**config.mk**
```make
export PLATFORM = sky130hd
export DESIGN_NAME = mem_stage
export DESIGN_NICKNAME = d
export VERILOG_FILES = /design/src/rtl/mem_stage.sv
export SDC_FILE = /design/constraint.sdc
export NUM_CORES = 1
export LEC_CHECK = 0
export CAP_MARGIN = 10
export CORE_AREA = 5 5 136 138
export DETAILED_ROUTE_END_ITERATION = 10
export DIE_AREA = 0 0 141 143
export GPL_ROUTABILITY_DRIVEN = 0
export PLACE_DENSITY = 0.68
export SYNTH_ARGS = -nofsm -noshare
export SYNTH_HDL_FRONTEND = slang
export SYNTH_SLANG_ARGS = --single-unit
```
**constraint.sdc**
```tcl
create_clock -name clk -period 1.7 [get_ports clk]
set_input_delay 0.17 -clock clk [delete_from_list [all_inputs] [get_ports clk]]
set_output_delay 0.17 -clock clk [all_outputs]
set_load 0.02 [all_outputs]
```
**src/rtl/mem_stage.sv**
```systemverilog
// Memory-access stage of the Beta pipeline: issues LD/LDR/ST to data memory over a
// valid/ready request with an rvalid response, stalls upstream while an access is
// outstanding, and registers {pc, id, y, MRD} into WB (bubbles when nothing completes).
module mem_stage #(
    parameter logic [31:0] BUBBLE = 32'h83FFF800,
    parameter logic [5:0]  OP_LD  = 6'b011000,
    parameter logic [5:0]  OP_LDR = 6'b011111,
    parameter logic [5:0]  OP_ST  = 6'b011001
) (
    input  logic        clk,
    input  logic        n_rst,
    input  logic [31:0] pc_MEM,
    input  logic [31:0] id_MEM,
    input  logic [31:0] y_MEM,
    input  logic [31:0] sd_MEM,
    output logic        stall_MEM,
    output logic        dm_req,
    output logic        dm_we,
    output logic [31:0] dm_addr,
    output logic [31:0] dm_wdata,
    input  logic        dm_ready,
    input  logic        dm_rvalid,
    input  logic [31:0] dm_rdata,
    output logic [31:0] pc_WB,
    output logic [31:0] id_WB,
    output logic [31:0] y_WB,
    output logic [31:0] MRD,
    output logic        misalign
);

    typedef enum logic [1:0] {StIdle, StReq, StWaitR} state_e;

    state_e      state_q, state_d;
    logic [5:0]  opcode;
    logic        is_ld, is_st, memop, aligned;
    logic        done, ld_done, req_raw;
    logic [31:0] pc_q, id_q, y_q, mrd_q;
    logic        misalign_q;

    assign opcode  = id_MEM[31:26];
    assign is_ld   = (opcode == OP_LD) || (opcode == OP_LDR);
    assign is_st   = (opcode == OP_ST);
    assign memop   = is_ld || is_st;
    assign aligned = (y_MEM[1:0] == 2'b00);

    // Access FSM: decides request, completion and next state for the op held in MEM.
    always_comb begin
        state_d = state_q;
        req_raw = 1'b0;
        done    = 1'b0;
        ld_done = 1'b0;
        if (!memop || !aligned) begin
            // Pass-through ops and misaligned memops finish immediately with no access.
            done    = 1'b1;
            state_d = StIdle;
        end else begin
            unique case (state_q)
                StIdle, StReq: begin
                    req_raw = 1'b1;
                    if (dm_ready) begin
                        if (is_st) begin
                            done    = 1'b1;
                            state_d = StIdle;
                        end else begin
                            state_d = StWaitR;
                        end
                    end else begin
                        state_d = StReq;
                    end
                end
                StWaitR: begin
                    // dm_ready is deliberately ignored here: only one access outstanding.
                    if (dm_rvalid) begin
                        done    = 1'b1;
                        ld_done = 1'b1;
                        state_d = StIdle;
                    end
                end
                default: state_d = StIdle;
            endcase
        end
    end

    // Reset forces the handshake quiet even before the first clock edge.
    assign dm_req    = req_raw && n_rst;
    assign stall_MEM = memop && !done && n_rst;
    assign dm_we     = is_st;
    assign dm_addr   = y_MEM;
    assign dm_wdata  = sd_MEM;

    // State register and WB pipeline register; bubble on every edge where nothing completes.
    always_ff @(posedge clk) begin
        if (!n_rst) begin
            state_q    <= StIdle;
            pc_q       <= 32'h0;
            id_q       <= BUBBLE;
            y_q        <= 32'h0;
            mrd_q      <= 32'h0;
            misalign_q <= 1'b0;
        end else begin
            state_q <= state_d;
            if (done) begin
                pc_q       <= pc_MEM;
                id_q       <= id_MEM;
                y_q        <= y_MEM;
                mrd_q      <= ld_done ? dm_rdata : 32'h0;
                misalign_q <= memop && !aligned;
            end else begin
                pc_q       <= 32'h0;
                id_q       <= BUBBLE;
                y_q        <= 32'h0;
                mrd_q      <= 32'h0;
                misalign_q <= 1'b0;
            end
        end
    end

    assign pc_WB    = pc_q;
    assign id_WB    = id_q;
    assign y_WB     = y_q;
    assign MRD      = mrd_q;
    assign misalign = misalign_q;

endmodule

```
==> results by group <==
Status
  – Run status: complete, no violations

Routing
  – Met2 Routed Length: roughly 8600 um
  – Detail Route Antenna Nets: 0
  – Via-per-instance ratio: 4.11
  – WL/cell: roughly 17 um
  – DRC Markers: 0
  – 1st-pass router iterations: 4
  – DRT iter0 DRCs: ~130
  – Highest signal layer in the routed design: met4
  – Total number of vias: 3954
  – Total routed wire length on the met1 layer: slightly above 6000 um
  – WL met3: ~1100 um
  – Detailed-route wire length: ~16000 um

Clocking
  – Count of H-tree levels built during CTS: 4
  – Clock transition at the registers of the reported paths: about 0.060 ns
  – Largest buffer count on any clock path: 2
  – Hold-fix buffers at CTS: 0
  – Sink count of the clock tree: between 100 and 150
  – Clock tree from TritonCTS: yes
  – Clock insertion delay at the later pin of the skew report: 0.41 ns
  – Library cell used as clock root buffer: sky130_fd_sc_hd__clkbuf_16
  – Num CTS Buffers: 17

Critical path
  – Number of buffers and inverters on the critical path: 3
  – Most repeated library cell on the critical path: sky130_fd_sc_hd__clkdlybuf4s50_1
  – Launching element type of the critical path: primary input
  – Crit path max fanout: 3
  – Critical Path End Type: output port
  – Crit-path cells: clkdlybuf4s50_1 -> buf_4 -> clkdlybuf4s50_1
  – Count of cell instances traversed by the critical path: 3
  – Worst reg2reg path depth: 6
  – Cell at the slowest stage of the critical path: sky130_fd_sc_hd__clkdlybuf4s50_1
  – Setup slack of the most critical reg-to-reg path: ~0.27 ns
  – CP peak stage delay: 0.61 ns
  – Kind of critical path: primary input to output port
  – Terminus of the critical flop-to-flop path: pc_WB[21]$_SDFF_PN0_
  – Required time at the worst-slack endpoint: ~1.5 ns
  – Arrival time of the worst setup path: around 1.4 ns
  – Cell family with the largest share of critical-path delay: buffers and inverters
  – Startpoint of the worst-slack reg-to-reg timing path: state_q[1]$_SDFFE_PP0P_

Yosys
  – Warnings from Yosys: 0
  – Number of instances in the synthesized netlist: between 400 and 500
  – Number of distinct library cells after synthesis: 25
  – Yosys reg bits: around 130
  – Post-synthesis cell area: about 4600 um2
  – Sequential area share after synthesis: between 50% and 60%
  – Mean instance size in the synthesized netlist: around 9.8 um2
  – Net count after synthesis: 639
  – Share of Yosys cell area claimed by the top area cell type: 56.5%
  – Largest cells by area after synthesis: sky130_fd_sc_hd__dfxtp_1, sky130_fd_sc_hd__buf_4, sky130_fd_sc_hd__a21oi_1, sky130_fd_sc_hd__nand2_1, sky130_fd_sc_hd__and2_1
  – Most area-hungry cell type in the Yosys netlist: sky130_fd_sc_hd__dfxtp_1

Floorplan
  – Initial cell density of the core: between 20% and 30%
  – Overall die width: between 100 and 150 um
  – DIE HEIGHT: approximately 140 um
  – Top-level port count: 360
  – Number of rows created at floorplan: 48
  – Core outline area: roughly 17000 um2
  – Die Outline Area: between 20000 and 25000 um2

STA
  – F_max: 0.626 GHz
  – Hold violation count in the final report: 0
  – Unrepaired setup endpoints after global routing: no
  – Post-route fraction of the period consumed by the critical path: a little over nine tenths
  – Final count of negative-setup-slack endpoints: 0
  – Final count of pins violating max slew: 0
  – Remaining max-slew budget at the tightest pin: between 50% and 60%
  – Layout Skew: about 0.0066 ns
  – Actual slew at the worst max-slew pin: between 0.6 and 0.7 ns
  – Worst hold slack across all endpoints: 0.294 ns
  – Final period demand of the worst path: around 1.6 ns

Final layout
  – Final core utilization: 47.5%
  – NumNets Final: between 800 and 900
  – Commonest non-fill, non-tap cell in the layout: sky130_fd_sc_hd__clkdlybuf4s50_1
  – Commonest non-fill, non-tap cells in the layout: sky130_fd_sc_hd__clkdlybuf4s50_1, sky130_fd_sc_hd__dfxtp_1, sky130_fd_sc_hd__nand2_1
  – Fraction of layout cells with a size suffix above 1: 12.9%
  – Final Cell Area: 8100 um2
  – Syn-to-layout area delta: 74.5%

Global routing
  – Pin count of the biggest net entering global routing: between 60 and 70
  – GRT Total Usage: ~16%
  – Antenna violations before repair: 1
  – Residual overflow from global routing: 0
  – Vias in the first global route: between 4000 and 5000
  – Global-route wire length before repair: 23700 um

Pwr
  – Sw frac: 24.5%
  – Worst supply voltage drop on vdd: between 0.6 and 0.7 mV
  – Part of the total power dissipated in the clock network: between 40 and 50%
  – Power after layout: 0.00781 W
  – Leak pwr: roughly 3.2 nW
  – Net Sw Power: about 0.0019 W
  – Internal portion of total power: 0.00589 W
  – Fraction of power consumed by sequential logic: approximately 41%
  – Power per cell area: about 960 nW/um2
  – Power share of the combinational group: between 10% and 20%

Placement
  – Post-detailed-placement half-perimeter wirelength: about 13000 um
  – Number of port buffers: approximately 300
  – Post-detailed-placement cell area: between 7000 and 8000 um2

Worst hold path
  – Hold Crit Class: primary input to register
  – Critical hold path startpoint: pc_MEM[29]
  – Worst hold path depth: 3
  – Hold path endpoint: pc_WB[29]$_SDFF_PN0_

Job
  – Number of max-cap violations: 0
what timing repair did:
item,4_1_cts,5_1_grt
setup buffers,0,0
resized for setup,9,3
endpoints found under the setup margin,3,2
flip-flops by register name (all words and copies together), names as in the netlist:
register,flops
MRD,32
id_WB,32
misalign,1
pc_WB,32
state_q,2
y_WB,32
Yosys cell counts, drive strengths merged:
cell type	count
nor3	1
o211ai	3
nand2	78
and2	34
a21oi	79
and3	1
a41o	1
clkbuf	10
nor3b	1
dfxtp	131
and3b	2
o2111a	1
o21ai	17
nor2b	17
nand3b	1
a41oi	1
buf	88
o211a	1
or3b	2
nor2	6
worst max path at each step:
stage,start,endpoint,slack (ns)
floorplan,state_q[1]$_SDFFE_PP0P_,stall_MEM,0.28
global placement,id_MEM[26],dm_we,-0.33
detailed placement,id_MEM[26],dm_we,-0.34
CTS,id_MEM[26],dm_we,0.009
global route,state_q[1]$_SDFFE_PP0P_,stall_MEM,0.04
finish,y_MEM[1],dm_addr[1],0.10
layout make-up:
type                            count  area, um2
Sequential cell                   131       2620
Fill cell                        1640       8950
Clock buffer                       19        443
Clock inverter                     13        125
Tap cell                          225        282
Multi-Input combinational cell    246       1350
Timing Repair Buffer              326       3280
Antenna cell                        1       2.50
per-stage QoR:
stage               cells  setup slack (ns)  setup TNS [ns]
finish                961             0.102               0
global route          961            0.0433               0
CTS                   960           0.00882               0
detailed placement    928            -0.337           -7.06
global placement      928            -0.329           -6.36
floorplan             475             0.277               0
routing by layer:
metal	GRT usage [%]	up-vias
met4	7.60	0
li1	-	1972
met5	0	-
met3	4.52	43
met1	16.8	1771
met2	27.9	168
worst register-to-register path, stage by stage, from the launching register on:
cell,delay (ns)
sky130_fd_sc_hd__dfxtp_1,0.34
sky130_fd_sc_hd__and3b_1,0.20
sky130_fd_sc_hd__buf_4,0.15
sky130_fd_sc_hd__a41oi_4,0.19
sky130_fd_sc_hd__buf_12,0.17
sky130_fd_sc_hd__buf_12,0.17
sky130_fd_sc_hd__a21oi_1,0.10
logic make-up (layout without fill, tap and decap cells):
kind of cell	after synthesis	after routing	share of synthesized area (%)
AND/OR/NAND/NOR	143	143	15.1
flip-flops	131	131	56.5
AO/OA/AOI/OAI	103	103	13.7
buffers and inverters	98	358	14.7
other	0	1	0
power by group through the flow:
| stage | registers [W] | clock network [W] | logic [W] |
|---|---|---|---|
| 6_report | 0.00323 | 0.00347 | 0.00111 |
| 5_1_grt | 0.00324 | 0.00375 | 0.00117 |
| 3_5_place_dp | 0.00330 | 0 | 0.00112 |
| 2_1_floorplan | 0.00346 | 0 | 0.000381 |
| 4_1_cts | 0.00323 | 0.00359 | 0.00113 |
| 3_3_place_gp | 0.00329 | 0 | 0.00112 |
Note: power is estimated with default switching activity, not from simulation.
